===== config.mk =====
export PLATFORM = sky130hd
export DESIGN_NAME = imem_boot_arbiter
export DESIGN_NICKNAME = d
export VERILOG_FILES = /design/src/rtl/imem_boot_arbiter.sv
export SDC_FILE = /design/constraint.sdc
export NUM_CORES = 1
export LEC_CHECK = 0
export CORE_ASPECT_RATIO = 1.5
export CORE_MARGIN = 2
export CORE_UTILIZATION = 36
export DETAILED_ROUTE_END_ITERATION = 10
export PLACE_DENSITY = 0.82
export SYNTH_ARGS = -nofsm -noshare
export SYNTH_HDL_FRONTEND = slang
export SYNTH_SLANG_ARGS = --single-unit

===== constraint.sdc =====
create_clock -name CLK -period 3.83 [get_ports CLK]
set_input_delay 0.766 -clock CLK [delete_from_list [all_inputs] [get_ports CLK]]
set_output_delay 0.766 -clock CLK [all_outputs]
set_load 0.02 [all_outputs]

===== src/rtl/imem_boot_arbiter.sv =====
// rtl/imem_boot_arbiter.sv - instruction memory port arbiter between SOC boot loader and CPU fetch
// Holds the CPU in reset while an image is streamed in, then releases it after a settle delay.
module imem_boot_arbiter #(
    parameter int RAM_WIDTH      = 32,
    parameter int RAM_ADDR_BITS  = 12,
    parameter int RELEASE_CYCLES = 4
) (
    input  logic                     CLK,
    input  logic                     RST,
    input  logic                     LD_START,
    input  logic [RAM_ADDR_BITS-2:0] LD_LEN,
    input  logic                     LD_VALID,
    input  logic [RAM_WIDTH-1:0]     LD_DATA,
    output logic                     LD_READY,
    input  logic                     LD_ABORT,
    input  logic [RAM_ADDR_BITS-1:0] FETCH_ADDR,
    output logic [RAM_WIDTH-1:0]     FETCH_INSTR,
    input  logic [RAM_WIDTH-1:0]     MEM_RD,
    output logic [RAM_ADDR_BITS-1:0] MEM_A,
    output logic [RAM_WIDTH-1:0]     MEM_WDATA,
    output logic                     MEM_WE,
    output logic                     CPU_RST,
    output logic                     LOAD_DONE,
    output logic                     LOAD_ERR,
    output logic [RAM_ADDR_BITS-2:0] WORD_CNT
);

    localparam int LW = RAM_ADDR_BITS - 1;
    localparam int RW = $clog2(RELEASE_CYCLES + 1);
    // Largest image the CPU can actually fetch: reads index by byte address >> 2.
    localparam logic [LW-1:0] MAXW = LW'(2 ** (RAM_ADDR_BITS - 2));

    localparam logic [1:0] S_HOLD   = 2'd0;
    localparam logic [1:0] S_LOAD   = 2'd1;
    localparam logic [1:0] S_SETTLE = 2'd2;
    localparam logic [1:0] S_RUN    = 2'd3;

    logic [1:0]    state_q, state_d;
    logic [LW-1:0] len_q, len_d;
    logic [LW-1:0] cnt_q, cnt_d;
    logic [RW-1:0] rel_q, rel_d;
    logic          ready_q, ready_d;
    logic          cpu_rst_q, cpu_rst_d;
    logic          done_q, done_d;
    logic          err_q, err_d;

    logic len_ok;
    logic accept;
    logic last_word;

    assign len_ok    = (LD_LEN != '0) && (LD_LEN <= MAXW);
    assign accept    = (state_q == S_LOAD) && ready_q && LD_VALID && !LD_ABORT;
    assign last_word = (cnt_q == len_q - LW'(1));

    always_comb begin
        state_d   = state_q;
        len_d     = len_q;
        cnt_d     = cnt_q;
        rel_d     = rel_q;
        ready_d   = ready_q;
        cpu_rst_d = cpu_rst_q;
        done_d    = 1'b0;
        err_d     = err_q;
        case (state_q)
            S_HOLD: begin
                cpu_rst_d = 1'b1;
                ready_d   = 1'b0;
                if (LD_START) begin
                    if (!len_ok) begin
                        err_d = 1'b1;
                    end else begin
                        err_d   = 1'b0;
                        len_d   = LD_LEN;
                        cnt_d   = '0;
                        ready_d = 1'b1;
                        state_d = S_LOAD;
                    end
                end
            end
            S_LOAD: begin
                if (LD_ABORT) begin
                    err_d   = 1'b1;
                    ready_d = 1'b0;
                    state_d = S_HOLD;
                end else if (accept) begin
                    cnt_d = cnt_q + LW'(1);
                    if (last_word) begin
                        ready_d = 1'b0;
                        rel_d   = RW'(RELEASE_CYCLES);
                        state_d = S_SETTLE;
                    end
                end
            end
            S_SETTLE: begin
                if (LD_ABORT) begin
                    err_d   = 1'b1;
                    state_d = S_HOLD;
                end else begin
                    rel_d = rel_q - RW'(1);
                    if (rel_q == RW'(1)) begin
                        cpu_rst_d = 1'b0;
                        done_d    = 1'b1;
                        state_d   = S_RUN;
                    end
                end
            end
            default: begin
                cpu_rst_d = 1'b0;
                // An invalid reload request must not disturb a running CPU.
                if (LD_START) begin
                    if (!len_ok) begin
                        err_d = 1'b1;
                    end else begin
                        err_d     = 1'b0;
                        len_d     = LD_LEN;
                        cnt_d     = '0;
                        ready_d   = 1'b1;
                        cpu_rst_d = 1'b1;
                        state_d   = S_LOAD;
                    end
                end
            end
        endcase
    end

    always_ff @(posedge CLK or posedge RST) begin
        if (RST) begin
            state_q   <= S_HOLD;
            len_q     <= '0;
            cnt_q     <= '0;
            rel_q     <= '0;
            ready_q   <= 1'b0;
            cpu_rst_q <= 1'b1;
            done_q    <= 1'b0;
            err_q     <= 1'b0;
        end else begin
            state_q   <= state_d;
            len_q     <= len_d;
            cnt_q     <= cnt_d;
            rel_q     <= rel_d;
            ready_q   <= ready_d;
            cpu_rst_q <= cpu_rst_d;
            done_q    <= done_d;
            err_q     <= err_d;
        end
    end

    assign LD_READY    = ready_q;
    assign CPU_RST     = cpu_rst_q;
    assign LOAD_DONE   = done_q;
    assign LOAD_ERR    = err_q;
    assign WORD_CNT    = cnt_q;
    assign MEM_WE      = accept;
    assign MEM_WDATA   = LD_DATA;
    assign MEM_A       = (state_q == S_RUN) ? FETCH_ADDR : {1'b0, cnt_q};
    assign FETCH_INSTR = (state_q == S_RUN) ? MEM_RD : '0;

endmodule


### Word level (Yosys, flattened, before mapping)

Cells that the tools add are included.

| cells by class | value |
|---|---|
| $add $sub $neg | 3 |
| multiply operators | 0 |
| divide/modulo/power cells | 0 |
| magnitude comparators | 1 |
| equal/unequal tests | 14 |
| shifts and indexed selects | 0 |
| multiplexer cells | 38 |
| bitwise operators | 3 |
| reductions and logical operators | 23 |

Operators with widths:

| operator | number |
|---|---|
| $mux 11 | 4 |
| $mux 32 | 1 |
| $pmux 11 s2 | 1 |
| $reduce_and 5->1 | 4 |
| $mux 1 | 16 |
| $mux 2 | 7 |
| $mux 12 | 1 |
| $mux 3 | 4 |
| $reduce_bool 3->1 | 4 |
| $add 11x1->11 const B | 1 |
| $eq 11x11->1 | 1 |
| $le 11x11->1 const B | 1 |
| $reduce_bool 11->1 | 1 |
| $sub 11x1->11 const B | 1 |
| $ne 2x2->1 const B | 5 |
| $ne 3x3->1 const B | 3 |
| $reduce_bool 2->1 | 4 |
| $pmux 1 s3 | 2 |
| $pmux 3 s2 | 1 |
| $reduce_and 3->1 | 2 |
| $eq 2x2->1 const B | 2 |
| $logic_and 1x1->1 | 4 |
| $pmux 2 s2 | 1 |
| $eq 3x1->1 const B | 1 |
| other kinds (8) | 10 |

| word-level totals | value |
|---|---|
| flip-flop bits (word level) | 31 |
| latch bits | 0 |
| RAM bits | 0 |
| bits in read-only memories | 0 |
| input bits | 92 |
| memories kept | 0 |

### Logic depth before layout (Yosys ltp)

Gate-level depths: netlist of the first run.

| depth | value |
|---|---|
| depth after elaboration | 7 |
| mapped depth | 10 |

### Least setup slack after synthesis of the first run

OpenSTA, ideal clock, no wires.

| timing path | value |
|---|---|
| path type | input to register |
| from | input port LD_LEN[4] |
| to | register len_q[2] |
| setup time | 125 ps |
| data arrival time | 2790 ps |
| data required time | 3705 ps |
| path slack | 916 ps |
| cell stages on the path | 6 |
| path buffers | 1 |
| cell sequence | or4_1 > o31ai_1 > nand3_1 > nor2_1 > clkbuf_1 > mux2_2 |

| on the way | value |
|---|---|
| cells in the longest elaborated chain, start to end | 3 |
| elaborated cells on any way between the ends | 4 |
| classes of those cells | order compare: 1; reduce/logical: 3 |

Ends and longest elaborated chain:

| what | RTL line | text |
|---|---|---|
| from (decl) | 11 | `input logic [RAM_ADDR_BITS-2:0] LD_LEN,` |
| $le 11x11->1 or $reduce_bool 11->1 (tied branches) | 51 | `assign len_ok = (LD_LEN != '0) && (LD_LEN <= MAXW);` |
| $logic_and 1x1->1 (*) | 51 |  |
| $reduce_and 3->1 (no source line) (*) | - |  |
| to (signal assigned) | 138 | `len_q <= len_d;` |
| to (decl) | 39 | `logic [LW-1:0] len_q, len_d;` |

Mark *: on every way between the ends. The rest lies on a longest branch, timed or not.
A chain may end at the register's enable or synchronous reset.

### Worst setup path after layout of the first run

| timing path | value |
|---|---|
| from | register state_q[1] |
| to | output port MEM_WE |

| on the way | value |
|---|---|
| cells in the longest elaborated chain, start to end | 4 |

Ends and longest elaborated chain:

| what | RTL line | text |
|---|---|---|
| from (decl) | 38 | `logic [1:0] state_q, state_d;` |
| from (signal assigned) | 137 | `state_q <= state_d;` |
| $eq 2x1->1 | 52 | `assign accept = (state_q == S_LOAD) && ready_q && LD_VALID && !LD_ABORT;` |
| $logic_and 1x1->1 (3 in series) | 52 |  |
| to (decl) | 21 | `output logic MEM_WE,` |

Every way passes these cells.

==> results of run 1 <==
==> synthesized netlist by cell type, drive strengths merged, types with 6 or more instances <==
| library cell | instances | area (sq um) |
|---|---|---|
| clkbuf | 12 | 45.0 |
| nor3 | 7 | 35.0 |
| buf | 36 | 273 |
| or4 | 6 | 45.0 |
| inv | 13 | 48.8 |
| xor2 | 13 | 114 |
| nand3 | 12 | 60.1 |
| nand2 | 23 | 86.3 |
| dfrtp | 30 | 751 |
| nor2 | 22 | 82.6 |
| o21ai | 16 | 80.1 |
| ha | 8 | 100 |
| xnor2 | 6 | 52.6 |
| and2 | 33 | 206 |
| mux2 | 19 | 214 |
==> cell families after synthesis <==
| kind of cell | Yosys count |
|---|---|
| mux | 22 |
| flops | 31 |
| simple gates | 127 |
| compound gates | 51 |
| fa+ha+maj | 8 |
| xor+xnor | 19 |
| buf+inv | 61 |
==> sequential cells by signal, indices dropped and copies added, names as in the netlist <==
register,count
WORD_CNT,11
len_q,11
rel_q,3
state_q,2
CPU_RST,1
LD_READY,1
LOAD_DONE,1
LOAD_ERR,1
==> layer usage <==
layer  GRT usage  share of wire  wire (um)  vias up
met5           0              0          0        -
met4       0.128          0.053        425        0
met3      0.0312          0.051        408       47
met2       0.349           0.52       4130      100
met1       0.211           0.38       3030     1243
li1            -              -          -     1253
==> final timing paths <==
kind                                              from                 endpoint  slack, ns  cells past startpoint
min in group asynchronous                          RST     LOAD_ERR$_DFFE_PP0P_       0.94                      2
worst max register to register    len_q[2]$_DFFE_PP0P_     rel_q[0]$_DFFE_PP0P_       0.81                      7
max in group asynchronous                          RST  WORD_CNT[7]$_DFFE_PP0P_       2.24                      3
worst min-delay path               CPU_RST$_DFFE_PP1P_      CPU_RST$_DFFE_PP1P_       0.50                      2
worst min register to register     CPU_RST$_DFFE_PP1P_      CPU_RST$_DFFE_PP1P_       0.50                      2
worst max-delay path            state_q[1]$_DFFE_PP0P_                   MEM_WE       0.53                      5
==> final cells by class <==
type / count / area [sq um] / area share
tap: 100 / 125 / 0.0324
clock inverter: 2 / 35.0 / 0.00908
timing repair buffer: 126 / 1240 / 0.322
sequential: 31 / 777 / 0.201
inverter: 13 / 48.8 / 0.0126
multi-input combinational: 227 / 1550 / 0.401
clock buffer: 6 / 82.6 / 0.0214
==> power by group through the flow <==
stage               logic (mW)  clock network [mW]  registers (mW)
finish                    1.29               0.333           0.607
global route              1.40               0.357           0.627
CTS                       1.29               0.338           0.606
detailed placement        1.28                   0           0.611
global placement          1.24                   0           0.604
floorplan                0.867                   0           0.593
==> worst min-delay path: stages, from the launching register on <==
cell     delay [ns]
dfstp_2        0.37
nor2_1         0.09
a21oi_1        0.05
==> out/qor.yml, run 1 <==
sta:
  maxSlewViolCount: 0
  period_share: 0.861
  max-slew-margin-rel: 0.461
  max_freq_mhz: 303
  setup_ws_ns: 0.532
  whs_ns: 0.504
  skew_ns: 0.00336
  tightest_slew_ns: 0.807
  hold_viol: 0
  fin_crit_ns: 3.30
  rsz0062_at_grt: "no"
  setup_violations: 0
  setup_tns_ns: 0
clock_network:
  cts_resized: 0
  clock_latency_ns: 0.28
  htreeDepth: 2
  ctsHoldBuffers: 0
  clkTransAtPathRegs_ns: 0.06
  cts_inserted_buffers: 5
  cts_setup_buffers: 0
  cts_tree: "built"
  clock-sinks: 31
  clockBufferDepth: 2
  root_buffer: "clkbuf_8"
finish:
  fin_util: 0.534
  n_antenna_cell: 0
  layout_common_cells: "119 x clkdlybuf4s50_1, 33 x and2_1, 30 x dfrtp_1"
  nFillCells: 662
  fin_nets: 504
  final_area_sq_um: 3860
  final_cells: 505
  syn2layout_area_growth_pct: 43.4
  final_common_cell: "clkdlybuf4s50_1"
  layout-drive-gt1-share: 0.101
logic_synthesis:
  synth_compound_area_frac: 0.133
  synthFlopType: "dfrtp_1"
  ys_seq_area_frac: 0.289
  yosysUniqueCellTypes: 48
  synth-edff-count: 0
  async_reset_ff_frac: 1.00
  synthesis.area_sq_um: 2690
  ys_warn_count: 0
  synth_top_family_by_area: "simple AND/OR/NAND/NOR gates"
  avgSynthCellArea_sq_um: 8.43
  muxShareOfSynthArea: 0.0907
  syn_nets: 419
  syn_inst: 319
  synth-simple-area-share: 0.253
  synth_xor_xnor_area_share: 0.0619
  synth_fa_ha_area_frac: 0.0372
  synth-seq-cells: 31
routing:
  drt_iter0_drc: 168
  wirelength_mm: 7.99
  route.antenna.remaining_nets: 0
  drc_errors: 0
  num_vias: 2643
  viasPerCell: 5.23
  first_pass_iters: 4
  wire_per_inst_um: 15.8
critical_path:
  crit_chain: "inv_1, ha_1, inv_1, nor3_1, clkdlybuf4s50_1"
  critPathSlowestCell: "clkdlybuf4s50_1"
  worst_setup_path_end_kind: "output pin"
  crit_required_ns: 3.06
  crit_buf_inv: 3
  cp_max_fo: 12
  arrival_ns: 2.53
  max_stage_delay_ns: 0.67
  cp-start-kind: "register"
  crit_top_cell: "inv_1"
  cpLargestDelayFamily: "buffers and inverters"
  critical_path_class: "reg -> out"
pwr:
  internal_power_mw: 1.28
  ir_drop_mv: 0.244
  clock_power_share: 0.149
  p_total_mw: 2.23
  pwr-share-comb: 0.579
  switching_share: 0.427
  powerDensity_nw_per_um2: 578
  switchingPower_uw: 952
  seq_power_share: 0.272
  power_leakage_nw: 1.54
hold_path:
  hold_class: "reg -> reg"
global_route:
  overflow: 0
  antenna_found_initial: 0
  grt_pass1_wl_mm: 12.4
  track_usage: 0.197
  grt_max_degree: 46
  grt_pass1_vias: 2657
floorplan:
  coreArea_sq_um: 7230
  die_h_um: 110
  start_util: 0.372
  boundaryPins: 184
  die_width_um: 74.6
  fp-row-count: 38
  die_area_sq_um: 8190
placed_design:
  portBuffers: 119
  post-dp-hpwl_mm: 6.30
  place_area_sq_um: 3740
  gp_congestion: 0.825
  preCtsSetupSlack_ns: 0.442
  dp_cells: 497
status:
  status: "finished clean"
job:
  maxCapViolCount: 0
No activity file was read; power rests on OpenSTA's default activity.
==> inputs of run 2 (changes only) <==
--- a/config.mk
+++ b/config.mk
@@ -5,7 +5,7 @@
 export SDC_FILE = /design/constraint.sdc
 export NUM_CORES = 1
 export LEC_CHECK = 0
-export CORE_ASPECT_RATIO = 1.5
+export CORE_ASPECT_RATIO = 1.2
 export CORE_MARGIN = 2
 export CORE_UTILIZATION = 36
 export DETAILED_ROUTE_END_ITERATION = 10
==> out/qor.yml, run 2 (same netlist as run 1, synthesis figures left out) <==
job:
  maxCapViolCount: 0  # unchanged
sta:
  rsz0062_at_grt: "no"  # unchanged
  hold_viol: 0  # unchanged
  skew_ns: 0.00868  # was 0.00336 ns
  setup_tns_ns: 0  # unchanged
  period_share: 0.870  # was 0.861
  whs_ns: 0.510  # was 0.504 ns
  setup_violations: 0  # unchanged
  max_freq_mhz: 300  # was 303 MHz
  maxSlewViolCount: 0  # unchanged
  tightest_slew_ns: 0.523  # was 0.807 ns
  max-slew-margin-rel: 0.651  # was 0.461
  fin_crit_ns: 3.33  # was 3.30 ns
critical_path:
  arrival_ns: 2.56  # was 2.53 ns
  rr_worst_depth: 7  # unchanged
  cp-start-kind: "register"  # unchanged
  crit_required_ns: 3.06  # about the same
  r2r_setup_slack_ns: 0.75  # was 0.81 ns
  timing.rr.start: "len_q[2]$_DFFE_PP0P_"  # unchanged
  endpoint: "MEM_WE"  # unchanged
  cp-startpoint: "state_q[1]$_DFFE_PP0P_"  # unchanged
  rr_endpoint: "rel_q[0]$_DFFE_PP0P_"  # unchanged
  worst_setup_path_end_kind: "output pin"  # unchanged
  cp_max_fo: 12  # unchanged
  critical_path_class: "reg -> out"  # unchanged
pwr:
  switching_share: 0.424  # was 0.427
  pwr-share-comb: 0.575  # was 0.579
  ir_drop_mv: 0.372  # was 0.244 mV
  powerDensity_nw_per_um2: 577  # was 578 nW/um^2
  clock_power_share: 0.152  # was 0.149
  internal_power_mw: 1.28  # about the same
  seq_power_share: 0.273  # was 0.272
  p_total_mw: 2.22  # was 2.23 mW
  switchingPower_uw: 940  # was 952 uW
  power_leakage_nw: 1.54  # about the same
global_route:
  grt_pass1_wl_mm: 13.0  # was 12.4 mm
  track_usage: 0.191  # was 0.197
  overflow: 0  # unchanged
  grt_max_degree: 36  # was 46
  antenna_found_initial: 0  # unchanged
  grt_pass1_vias: 2693  # was 2657
clock_network:
  clockBufferDepth: 2  # unchanged
  clock_latency_ns: 0.29  # was 0.28 ns
  ctsHoldBuffers: 0  # unchanged
  htreeDepth: 2  # unchanged
  cts_inserted_buffers: 5  # unchanged
  cts_resized: 0  # unchanged
  cts_tree: "built"  # unchanged
  cts_setup_buffers: 0  # unchanged
  root_buffer: "clkbuf_8"  # unchanged
  clock-sinks: 31  # unchanged
  clkTransAtPathRegs_ns: 0.07  # was 0.06 ns
floorplan:
  die_area_sq_um: 8180  # was 8190 sq um
  die_width_um: 82.9  # was 74.6 um
  die_h_um: 98.7  # was 110 um
  coreArea_sq_um: 7230  # about the same
  boundaryPins: 184  # unchanged
  start_util: 0.372  # about the same
  fp-row-count: 34  # was 38
finish:
  syn2layout_area_growth_pct: 43.0  # was 43.4%
  fin_util: 0.532  # was 0.534
  fin_nets: 504  # unchanged
  layout_common_cells: "119 x clkdlybuf4s50_1, 33 x and2_1, 30 x dfrtp_1"  # unchanged
  n_antenna_cell: 0  # unchanged
  layout-drive-gt1-share: 0.101  # unchanged
  final_common_cell: "clkdlybuf4s50_1"  # unchanged
placed_design:
  post-dp-hpwl_mm: 6.05  # was 6.30 mm
  portBuffers: 119  # unchanged
  gp_congestion: 0.829  # was 0.825
routing:
  wirelength_mm: 7.80  # was 7.99 mm
  route.antenna.remaining_nets: 0  # unchanged
  viasPerCell: 5.19  # was 5.23
  wire_per_inst_um: 15.7  # was 15.8 um
  drt_iter0_drc: 160  # was 168
  first_pass_iters: 4  # unchanged
  num_vias: 2570  # was 2643
  drc_errors: 0  # unchanged
status:
  status: "finished clean"  # unchanged
hold_path:
  hold_class: "reg -> reg"  # unchanged
  holdPathStages: 1  # was 2
## run 2: layer usage
layer  global-route usage  part of all wire  vias to the layer above
met1                0.229              0.41                     1195
li1                     -                 -                     1256
met2                0.335              0.51                       97
met5                    0                 0                        -
met4               0.0794             0.021                        0
met3               0.0377             0.067                       22
## run 2: worst min-delay path by stage
stage | start | to
floorplan | len_q[10]$_DFFE_PP0P_ | len_q[10]$_DFFE_PP0P_
global route | LOAD_ERR$_DFFE_PP0P_ | LOAD_ERR$_DFFE_PP0P_
finish | LOAD_ERR$_DFFE_PP0P_ | LOAD_ERR$_DFFE_PP0P_
global placement | CPU_RST$_DFFE_PP1P_ | CPU_RST$_DFFE_PP1P_
detailed placement | CPU_RST$_DFFE_PP1P_ | CPU_RST$_DFFE_PP1P_
CTS | CPU_RST$_DFFE_PP1P_ | CPU_RST$_DFFE_PP1P_
## run 2: critical path, stage by stage (launching register included)
cell and delay (ns):
dfrtp_1 0.44, inv_1 0.14, ha_1 0.45, inv_1 0.21, nor3_1 0.36, clkdlybuf4s50_1 0.67
## run 2: layout make-up
type	count	area (sq um)
Fill cell	661	3390
Multi-Input combinational cell	227	1550
Clock buffer	6	82.6
Clock inverter	2	35.0
Tap cell	90	113
Inverter	13	48.8
Timing Repair Buffer	126	1240
Sequential cell	31	777
## run 2: power by group through the flow
stage                     clock, mW  combinational (mW)  sequential, mW
after detailed placement          0                1.27           0.612
after global routing          0.358                1.40           0.629
after CTS                     0.344                1.28           0.608
after global placement            0                1.24           0.605
final                         0.338                1.28           0.606
after floorplan                   0               0.867           0.593
## run 2: metrics by stage
step | cell area (sq um) | std cells | setup slack [ns]
2_1_floorplan | 2690 | 319 | 0.916
3_3_place_gp | 3730 | 487 | 0.504
3_5_place_dp | 3730 | 487 | 0.446
4_1_cts | 3850 | 495 | 0.492
5_1_grt | 3850 | 495 | 0.344
6_report | 3850 | 495 | 0.499
==> inputs of run 3 (changes only) <==
--- a/config.mk
+++ b/config.mk
@@ -8,6 +8,7 @@
 export CORE_ASPECT_RATIO = 1.2
 export CORE_MARGIN = 2
 export CORE_UTILIZATION = 36
+export CTS_CLUSTER_DIAMETER = 200
 export DETAILED_ROUTE_END_ITERATION = 10
 export PLACE_DENSITY = 0.82
 export SYNTH_ARGS = -nofsm -noshare
==> results of run 3 <==
No change in the layout: final DEF, timing and power equal those of run 2.
